## config.mk

```make
export PLATFORM = sky130hd
export DESIGN_NAME = dsp_mac_sequencer
export DESIGN_NICKNAME = d
export VERILOG_FILES = /design/src/rtl/dsp_ctrl_pkg.sv /design/src/rtl/dsp_tag_pipe.sv /design/src/rtl/dsp_mac_sequencer.sv
export SDC_FILE = /design/constraint.sdc
export NUM_CORES = 1
export LEC_CHECK = 0
export ABC_AREA = 1
export CORE_MARGIN = 10
export CORE_UTILIZATION = 43
export CTS_BUF_LIST = sky130_fd_sc_hd__clkbuf_16
export DETAILED_ROUTE_END_ITERATION = 8
export MAX_ROUTING_LAYER = met4
export PLACE_DENSITY = 0.88
export SYNTH_ARGS = -nofsm -noshare
export SYNTH_HDL_FRONTEND = slang
export SYNTH_HIERARCHICAL = 1
export SYNTH_SLANG_ARGS = --single-unit
```

## constraint.sdc

```tcl
create_clock -name clk -period 5 [get_ports clk]
set_input_delay 1 -clock clk [delete_from_list [all_inputs] [get_ports clk]]
set_output_delay 1 -clock clk [all_outputs]
set_load 0.05 [all_outputs]
```

## src/rtl/dsp_ctrl_pkg.sv

```systemverilog
// dsp_ctrl_pkg: shared state encoding and DSP slice opmode constants for the MAC sequencer.
package dsp_ctrl_pkg;
  typedef enum logic [2:0] {IDLE, CLEAR, RUN, DRAIN, DONE} state_t;
  localparam logic [7:0] OPM_MUL_FIRST     = 8'h01;
  localparam logic [7:0] OPM_MUL_FIRST_SUB = 8'h81;
  localparam logic [7:0] OPM_MAC           = 8'h09;
  localparam logic [7:0] OPM_MAC_SUB       = 8'h89;
  localparam int PIPE_LAT = 3;
endpackage

```

## src/rtl/dsp_tag_pipe.sv

```systemverilog
// dsp_tag_pipe: two-stage valid/first tags that follow each accepted pair through the
// slice M and P registers, producing the matching enables and opmode.
module dsp_tag_pipe
  import dsp_ctrl_pkg::*;
(
  input  logic       clk,
  input  logic       rst_n,
  input  logic       clr,
  input  logic       accept,
  input  logic       first,
  input  logic       sub,
  output logic       cem,
  output logic       ceopmode,
  output logic       cep,
  output logic [7:0] opmode
);
  logic v1, f1, v2;
  always_ff @(posedge clk or negedge rst_n) begin
    if (!rst_n) begin
      v1 <= 1'b0;
      f1 <= 1'b0;
      v2 <= 1'b0;
    end else if (clr) begin
      v1 <= 1'b0;
      f1 <= 1'b0;
      v2 <= 1'b0;
    end else begin
      v1 <= accept;
      f1 <= accept && first;
      v2 <= v1;
    end
  end
  assign cem      = v1;
  assign ceopmode = v1;
  assign cep      = v2;
  // The first product overwrites P (Z=0); later ones add to or subtract from P.
  assign opmode = !v1 ? 8'h00
                : f1  ? (sub ? OPM_MUL_FIRST_SUB : OPM_MUL_FIRST)
                :       (sub ? OPM_MAC_SUB : OPM_MAC);
endmodule

```

## src/rtl/dsp_mac_sequencer.sv

```systemverilog
// dsp_mac_sequencer: streams N operand pairs into one DSP slice as a +/- multiply-accumulate
// and hands the 48-bit P back over a valid/ready result port.
module dsp_mac_sequencer
  import dsp_ctrl_pkg::*;
#(
  parameter int LEN_W = 16
) (
  input  logic             clk,
  input  logic             rst_n,
  input  logic             job_start,
  input  logic [LEN_W-1:0] job_len,
  input  logic             job_sub,
  input  logic             job_abort,
  output logic             job_busy,
  input  logic             in_valid,
  output logic             in_ready,
  input  logic [17:0]      in_a,
  input  logic [17:0]      in_b,
  output logic             res_valid,
  input  logic             res_ready,
  output logic [47:0]      res_data,
  output logic [17:0]      dsp_a,
  output logic [17:0]      dsp_b,
  output logic             dsp_ce_ab,
  output logic [7:0]       dsp_opmode,
  output logic             dsp_ceopmode,
  output logic             dsp_cem,
  output logic             dsp_cep,
  output logic             dsp_rstp,
  output logic             dsp_rstm,
  input  logic [47:0]      dsp_p
);
  state_t state, state_nxt;
  logic [LEN_W-1:0] len, cnt;
  logic sub, accept;
  assign in_ready  = state == RUN && cnt < len && !job_abort;
  assign accept    = in_valid && in_ready;
  assign job_busy  = state != IDLE;
  assign res_valid = state == DONE;
  assign res_data  = dsp_p;
  assign dsp_a     = in_a;
  assign dsp_b     = in_b;
  assign dsp_ce_ab = accept;
  // Slice resets are synchronous, so hold them for as long as our async reset is low.
  assign dsp_rstp  = !rst_n || state == CLEAR || job_abort;
  assign dsp_rstm  = dsp_rstp;
  always_ff @(posedge clk or negedge rst_n) begin
    if (!rst_n) begin
      state <= IDLE;
      len   <= '0;
      cnt   <= '0;
      sub   <= 1'b0;
    end else begin
      state <= state_nxt;
      if (job_abort) begin
        cnt <= '0;
      end else if (state == IDLE && job_start) begin
        len <= job_len;
        sub <= job_sub;
        cnt <= '0;
      end else if (accept) begin
        cnt <= cnt + 1'b1;
      end
    end
  end
  always_comb begin
    state_nxt = state;
    if (job_abort) state_nxt = IDLE;
    else begin
      case (state)
        IDLE:    state_nxt = job_start ? CLEAR : IDLE;
        CLEAR:   state_nxt = len == '0 ? DONE : RUN;
        RUN:     state_nxt = accept && cnt == len - 1'b1 ? DRAIN : RUN;
        DRAIN:   state_nxt = !dsp_cem && !dsp_cep ? DONE : DRAIN;
        DONE:    state_nxt = res_ready ? IDLE : DONE;
        default: state_nxt = IDLE;
      endcase
    end
  end
  dsp_tag_pipe u_tag_pipe (
    .clk      (clk),
    .rst_n    (rst_n),
    .clr      (job_abort),
    .accept   (accept),
    .first    (cnt == '0),
    .sub      (sub),
    .cem      (dsp_cem),
    .ceopmode (dsp_ceopmode),
    .cep      (dsp_cep),
    .opmode   (dsp_opmode)
  );
endmodule

```

* Word-level counts from Yosys, hierarchy flattened *
Cells that the tools add are included.

cells by class
  add/sub/neg operators = 2
  multiply operators = 0
  divide/modulo/power cells = 0
  magnitude comparators = 1
  equal/unequal tests = 5
  shift operators = 0
  multiplexer cells = 17
  bitwise operators = 1
  reduce and logical (&&, ||, !) cells = 19

operators by type and width
  kind                     count
  $mux W16                 3
  $logic_not A16 Y1        2
  $mux W8                  4
  $add A16 B1 Y16 const B  1
  $eq A16 B16 Y1           1
  $lt A16 B16 Y1           1
  $sub A16 B1 Y16 const B  1
  $pmux W3 S5              1
  $mux W3                  4
  $logic_and A1 B1 Y1      7
  $eq A3 B2 Y1 const B     2
  $reduce_bool A3 Y1       2
  $mux W1                  5
  $logic_not A1 Y1         4
  $eq A3 B1 Y1 const B     1
  $eq A3 B3 Y1 const B     1
  $logic_not A3 Y1         1
  $logic_or A1 B1 Y1       2
  $reduce_and A2 Y1        1
  $not A1 Y1               1

storage, ports and cells
  bits in registers = 39
  bits in latches = 0
  bits in writable memories = 0
  ROM bits = 0
  output and inout port bits = 101
  memories kept = 0

* Depth between registers and ports, before layout *
Gate-level depths: netlist of the first run.

  depth after elaboration = 8
  depth in mapped cells = 16

* Cells and area by module *
The synthesis of the first run kept the hierarchy.

modules (own cells, without submodules)
  module             times used  cells an instance  area an instance (um^2)  seq. area each (um^2)
  dsp_mac_sequencer  1           496                3512.1                   900.9
  dsp_tag_pipe       1           20                 167.7                    75.1

* Worst setup path after synthesis of the first run *
No wires, ideal clock.

  path type = input -> output
  start = input port job_abort
  end = output port dsp_rstp
  data arrival time = 1.908 ns
  data required time = 4.000 ns
  setup slack = 2.092 ns
  stages on the path = 3
  buffers on the path = 1
  path through = inv_1 -> nand3_1 -> buf_4

on the way
  cells in the longest elaborated chain, start to end = 1

RTL lines
  element             RTL line                 text
  start: declaration  dsp_mac_sequencer.sv:13  input logic job_abort,
  $logic_or A1 B1 Y1  dsp_mac_sequencer.sv:45  assign dsp_rstp = !rst_n || state == CLEAR || job_abort;
  end: declaration    dsp_mac_sequencer.sv:29  output logic dsp_rstp,

No other way between the ends.

* Worst setup path in the final report of the first run *
  start = input port job_abort
  end = output port dsp_ce_ab

on the way
  cells in the longest elaborated chain, start to end = 3

RTL lines
  element              RTL line                 text
  $logic_not A1 Y1     dsp_mac_sequencer.sv:36  assign in_ready = state == RUN && cnt < len && !job_abort;
  $logic_and A1 B1 Y1  dsp_mac_sequencer.sv:36
  $logic_and A1 B1 Y1  dsp_mac_sequencer.sv:37  assign accept = in_valid && in_ready;
  end: declaration     dsp_mac_sequencer.sv:24  output logic dsp_ce_ab,

No other way between the ends.

==> metrics, run 1 <==
Achievable Freq=roughly 240 MHz; routed vias/inst=roughly 5.3; Worst Clk Skew=~0.0040 ns; total die area=~13000 µm²; Worst Setup EP=dsp_ce_ab; Hold WS=approximately 0.51 ns; Core ar.=around 8300 µm²; RSZ-0062 raised after global routing=false; IO buf count=34; Yosys reg bits=39; Final Hold Fails=0; Hold Path Class=reg -> reg; die span in y=between 100 and 150 µm; average instance area after synthesis=~7 µm²; Lkg Pwr=between 1.5 and 2 nW; P per Cell Area=~310 nW/µm²; CP Class=in -> out; status=complete, no violations; setup TNS=0 ns; total congestion overflow=0; asr flop ratio synth=between 90% and 100%; worst r2r src=len[3]; nets=approximately 590; share of cells above drive strength 1=under 10%; H-tree depth=2; worst vdd ir=between 100 and 150 µV; cts hold-fix bufs=0; CTS tree=built; Slew @ Worst Pin=a little over 0.7 ns; worst-path maximum fanout=14; Post-Route WL=between 8000 and 9000 µm; CTS-repair resized insts=0; Die X-Extent=approximately 110 µm; slowest stage cell on the critical path=clkdlybuf4s50_1; Setup Fix Bufs, Post-CTS=0; r2r setup slk=roughly 2.8 ns; number of global-route vias before repair=roughly 3100; row count=33; CTS Buf Count=5; 1st-iter DRT viols=roughly 170; relative max-transition margin=around half; Critical Path Source Type=input port; # clock sinks=39; Yosys cell types=38; GRT Total Usage=approximately 14%; global-route wire length before repair=roughly 15000 µm; crit path DAT=between 3 and 4 ns; clk slew on worst S/H paths=around 0.060 ns; CTS Buffer Depth=2; worst r2r dst=cnt[2]; Clock Latency Late Sink=~0.28 ns; Top FF cell, synth=dfrtp_1; minimum clock period=about 4.1 ns; Synth-to-Final Area Change=-0.7481%; Setup crit end kind=output pin; Remaining DRCs=0; Post-synth EDFFs=0; cell mode on critical path=clkdlybuf4s50_1; clk root buf=clkbuf_16; largest net degree at the start of global routing=40; max incr delay on CP=0.84 ns; Post-Syn Area=roughly 3700 µm²; final setup vio count=0; Reg2Reg Depth=12; Seq/Total Area, Yosys=26.52%; CP cell instances=clkdlybuf4s50_1 > inv_1 > nand4_2 > nor2_2 > buf_4 > clkdlybuf4s50_1; synthesis warning total=6; period utilisation layout=slightly above 80%; DP HPWL=between 6000 and 7000 µm; initial antenna violation count=0; IO Count=between 200 and 250; Final Wtd Congestion=0.9325; Syn Inst Count=516; Antenna diodes=0; total vias in the final route=3014; Initial DRT Pass Iterations=5; ANT nets after route=0; initial core utilization=about 45%; routed length per instance=around 15 µm; Crit. Startpoint=job_abort; Worst EP required=~4 ns; max_cap viols=0; Slew Viols, Final=0
how the worst min path moves through the flow:
stage | from | end | slack (ns) | depth (start not counted)
after floorplan | sub | sub | 0.48 | 1
after global placement | sub | sub | 0.49 | 1
after detailed placement | sub | sub | 0.50 | 1
after CTS | sub | sub | 0.52 | 1
after global routing | sub | sub | 0.55 | 1
final | sub | sub | 0.51 | 1
Yosys cell counts (all sizes together), types with 2 or more instances:
master,count,area [µm²]
dfrtp,39,975.9
o22ai,4,25.02
xnor2,5,43.79
buf,96,719.4
nor3,7,51.30
xor2,12,105.1
nand4,13,87.58
nand2,118,462.9
inv,62,232.7
a21oi,10,53.80
o21bai,2,15.01
ha,20,250.2
nand3b,4,30.03
nor4,2,12.51
o21ai,35,175.2
nor2,54,242.7
nand3,26,147.7
kinds of logic (layout without fill, tap and decap cells):
group | count (synthesis) | after routing | share of synthesized area (%)
AOI/OAI and AO/OA | 54 | 54 | 7.888
xor gates and xnor gates | 17 | 17 | 4.046
adders and majority gates | 20 | 20 | 6.800
buffers and inverters | 159 | 107 | 25.98
DFF | 39 | 39 | 26.52
muxes | 1 | 1 | 0.3060
other | 1 | 5 | 0.1019
and+or+nand+nor | 225 | 225 | 28.36
cells in the final DEF, fill, tap and decap left out, types with 2 or more instances in the layout:
| cell type | count |
|---|---|
| dfrtp_1 | 39 |
| clkbuf_16 | 5 |
| inv_1 | 57 |
| clkdlybuf4s50_1 | 33 |
| o21ai_0 | 26 |
| ha_1 | 20 |
| conb_1 | 5 |
| nor2_2 | 8 |
| nand2_1 | 112 |
| xnor2_1 | 5 |
| nor2_1 | 43 |
| nand2_2 | 5 |
| o22ai_1 | 4 |
| nor3_1 | 5 |
| nand3b_1 | 4 |
| o21ai_1 | 9 |
| a21oi_1 | 9 |
| xor2_1 | 12 |
| inv_2 | 6 |
| bufinv_16 | 2 |
| buf_4 | 3 |
| nand3_1 | 24 |
| nor4_1 | 2 |
| nor2_4 | 3 |
| nand4_1 | 12 |
| o21bai_1 | 2 |
power breakdown:
| group | internal, mW | switching [mW] |
|---|---|---|
| clock network | 0.284 | 0.128 |
| logic | 0.117 | 0.209 |
| registers | 0.347 | 0.0341 |
routing by layer:
layer / wire, µm / share of wire [%] / GRT usage [%] / vias to the layer above
met5: 0 / 0 / - / -
met2: 3987 / 47 / 21.71 / 151
met1: 3411 / 40 / 14.88 / 1368
met3: 736 / 8.6 / 4.686 / 47
li1: - / - / - / 1448
met4: 398 / 4.7 / 8.714 / 0
critical path, delay by kind of cell:
| kind | cells | cell delay (ns) |
|---|---|---|
| buffers and inverters | 4 | 1.84 |
| AND/OR/NAND/NOR | 2 | 0.26 |
sequential cells by signal, indices dropped and copies added (netlist names):
name / count
cnt: 16
len: 16
state: 3
sub: 1
u_tag_pipe/cem: 1
u_tag_pipe/cep: 1
u_tag_pipe/f1: 1
layout make-up:
type	instances	area, µm²
Fill cell	800	4606
Multi-Input combinational cell	322	1765
Sequential cell	39	975.9
Timing Repair Buffer	37	357.8
Inverter	62	232.7
Tap cell	105	131.4
Clock buffer	5	125.1
Clock inverter	3	63.81
per-stage QoR:
stage / utilization, % / total power, mW / instance area (µm²) / setup WS (ns) / std cells
6_report: 44.23 / 1.119 / 3652 / 0.8782 / 573
5_1_grt: 44.23 / 1.194 / 3652 / 0.7835 / 573
3_3_place_gp: 41.94 / 0.6965 / 3463 / 0.9316 / 565
3_5_place_dp: 41.94 / 0.7083 / 3463 / 0.8977 / 565
2_1_floorplan: - / 0.8031 / 3695 / 2.092 / 520
4_1_cts: 44.23 / 1.123 / 3652 / 0.8944 / 573
Power figures use the tool's default switching activity.
==> inputs of run 2 (changes only) <==
--- a/config.mk
+++ b/config.mk
@@ -7,11 +7,11 @@
 export LEC_CHECK = 0
 export ABC_AREA = 1
 export CORE_MARGIN = 10
-export CORE_UTILIZATION = 43
+export CORE_UTILIZATION = 36
 export CTS_BUF_LIST = sky130_fd_sc_hd__clkbuf_16
 export DETAILED_ROUTE_END_ITERATION = 8
 export MAX_ROUTING_LAYER = met4
-export PLACE_DENSITY = 0.88
+export PLACE_DENSITY = 0.78
 export SYNTH_ARGS = -nofsm -noshare
 export SYNTH_HDL_FRONTEND = slang
 export SYNTH_HIERARCHICAL = 1
==> constraint.sdc (replaced) <==
create_clock -name clk -period 3.4 [get_ports clk]
set_input_delay 0.68 -clock clk [delete_from_list [all_inputs] [get_ports clk]]
set_output_delay 0.68 -clock clk [all_outputs]
set_load 0.05 [all_outputs]
==> metrics, run 2 (same netlist as run 1, synthesis figures left out) <==
Slew Viols, Final=0 (unchanged); final setup vio count=0 (unchanged); Setup Fix Bufs, Post-CTS=0 (unchanged); Achievable Freq=~360 MHz; P per Cell Area=418.9 nW/µm² (+37%); period utilisation layout=between 80% and 90%; Initial DRT Pass Iterations=5 (unchanged); most frequent cells in the layout=nand2_1 (112), inv_1 (56), nor2_1 (43); IO Count=208 (unchanged); share of cells above drive strength 1=9.829% (+1.1 points); Worst EP required=2.72 ns (-1.28 ns); routed length per instance=14.70 µm (-1.3%); Worst Clk Skew=0.007519 ns (+0.003496 ns); Hold Startpoint=sub; Hold Path Stages=1 (unchanged); global-route wire length before repair=14510 µm (-0.34%); Top Registers=cnt (16), len (16), state (3); Multi-input gate area=1765 µm² (unchanged); ANT nets after route=0 (unchanged); max incr delay on CP=0.39 ns (-0.45 ns); Non-Filler Instances=601 (+4.9%); Overall Power=1.529 mW (+37%); wire length on met2=4100 µm (+2.8%); Reg2Reg Depth=12 (unchanged); max layer used=met4; initial core utilization=37.30% (-7.3 points); Die X-Extent=121.1 µm (+7.6%); setup TNS=0 ns (unchanged); H-tree depth=2 (unchanged); Lkg Pwr=1.723 nW (-1.2%); minimum clock period=about 2.8 ns; number of fill cells in the layout=1018 (+27%); cts hold-fix bufs=0 (unchanged); total vias in the final route=2979 (-1.2%); Critical path buffers and inverters=3 (-1); FF/Latch Area=975.9 µm² (unchanged); Critical Path Source Type=flip-flop; Cell Area, Placed=3501 µm² (+1.1%); cell mode on critical path=nand2_1; # clock sinks=39 (unchanged); clk root buf=clkbuf_16; relative max-transition margin=51.77% (+0.96 points); status=complete, no violations; cell area after layout=3650 µm² (about the same); CP delay by family, top=simple AND/OR/NAND/NOR gates; total die area=14670 µm² (+16%); Final Wtd Congestion=0.8997 (-3.5%); number of global-route vias before repair=2903 (-6.2%); worst r2r dst=state[0]; Post-Route WL=8832 µm (+3.5%); M1 WL=3656 µm (+7.2%); Clock Latency Late Sink=0.29 ns (about the same); IO buf count=34 (unchanged); Setup crit end kind=output pin; max_cap viols=0 (unchanged); row count=36 (+9.1%); Core ar.=9864 µm² (+19%); largest net degree at the start of global routing=40 (unchanged); CTS tree=built; initial antenna violation count=0 (unchanged); RSZ-0062 raised after global routing=false; Slew @ Worst Pin=0.7134 ns (-0.01422 ns); Antenna diodes=0 (unchanged); die span in y=121.1 µm (+7.6%); r2r setup slk=1.18 ns (-1.66 ns); routed vias/inst=4.957 (-5.8%); Hold Path Class=reg -> reg; Final Hold Fails=0 (unchanged); CP cell instances=inv_1 > ha_1 > nand2_1 > inv_1 > nand2_1 > nand2_1 > a21oi_1 > nand4_2 > nor2_2 > buf_12; CTS Buf Count=5 (unchanged); clk slew on worst S/H paths=0.07 ns (about the same); crit path DAT=2.08 ns (-1.04 ns); slowest stage cell on the critical path=dfrtp_1; nets=594 (unchanged); DP HPWL=7045 µm (+5.5%); total congestion overflow=0 (unchanged); 1st-iter DRT viols=174 (unchanged); Hold EP=sub; worst r2r src=len[14]; CTS Buffer Depth=2 (unchanged); GRT Total Usage=12.41% (-1.5 points); dpl cells=593 (+5.0%); Synth-to-Final Area Change=-0.8161% (about the same); worst-path maximum fanout=4 (-10); wire length on met3=640 µm (-13%); worst vdd ir=302.3 µV (+130%); Crit. Startpoint=len[14]; commonest non-fill, non-tap cell in the layout=nand2_1; CTS-repair resized insts=0 (unchanged); Remaining DRCs=0 (unchanged); CP Class=reg -> out
## run 2: worst max path at each step
| stage | endpoint | cells past startpoint |
|---|---|---|
| global route | dsp_ce_ab | 10 |
| detailed placement | dsp_ce_ab | 5 |
| finish | dsp_ce_ab | 10 |
| global placement | dsp_ce_ab | 5 |
| CTS | dsp_ce_ab | 10 |
| floorplan | dsp_ce_ab | 10 |
## run 2: power breakdown
group / internal, mW / total, mW / switching [mW]
sequential: 0.509 / 0.559 / 0.0499
clock: 0.275 / 0.486 / 0.212
combinational: 0.172 / 0.484 / 0.311
## run 2: through the flow
stage                     util, %  hold WS [ns]  setup slack [ns]
after floorplan                 -        0.3844             1.121
after global placement      35.49        0.4925            0.7863
after detailed placement    35.49        0.5010            0.7408
after CTS                   37.00        0.5178            0.6274
after global routing        37.00        0.5375            0.4592
final                       37.00        0.5093            0.6364
## run 2: layout make-up
type | count | area share, %
Tap cell | 133 | 4.559
Inverter | 62 | 6.376
Sequential cell | 39 | 26.74
Clock inverter | 3 | 0.6514
Timing Repair Buffer | 37 | 9.873
Clock buffer | 5 | 3.428
Multi-Input combinational cell | 322 | 48.37
## run 2: worst register-to-register path, cell delays in order, from the launching register on
cell and delay [ns]:
dfrtp_1 0.39, inv_1 0.13, ha_1 0.25, nand2_1 0.10
inv_1 0.05, nand2_1 0.06, nand2_1 0.04, a21oi_1 0.24
nand4_2 0.17, nor2_2 0.20, buf_4 0.24, nand3_1 0.15
a21oi_2 0.14
## run 2: per-layer routing
| layer | GRT usage [%] | up-vias |
|---|---|---|
| met1 | 13.61 | 1353 |
| met5 | - | - |
| met4 | 7.541 | 0 |
| li1 | - | 1453 |
| met2 | 19.76 | 128 |
| met3 | 3.350 | 45 |
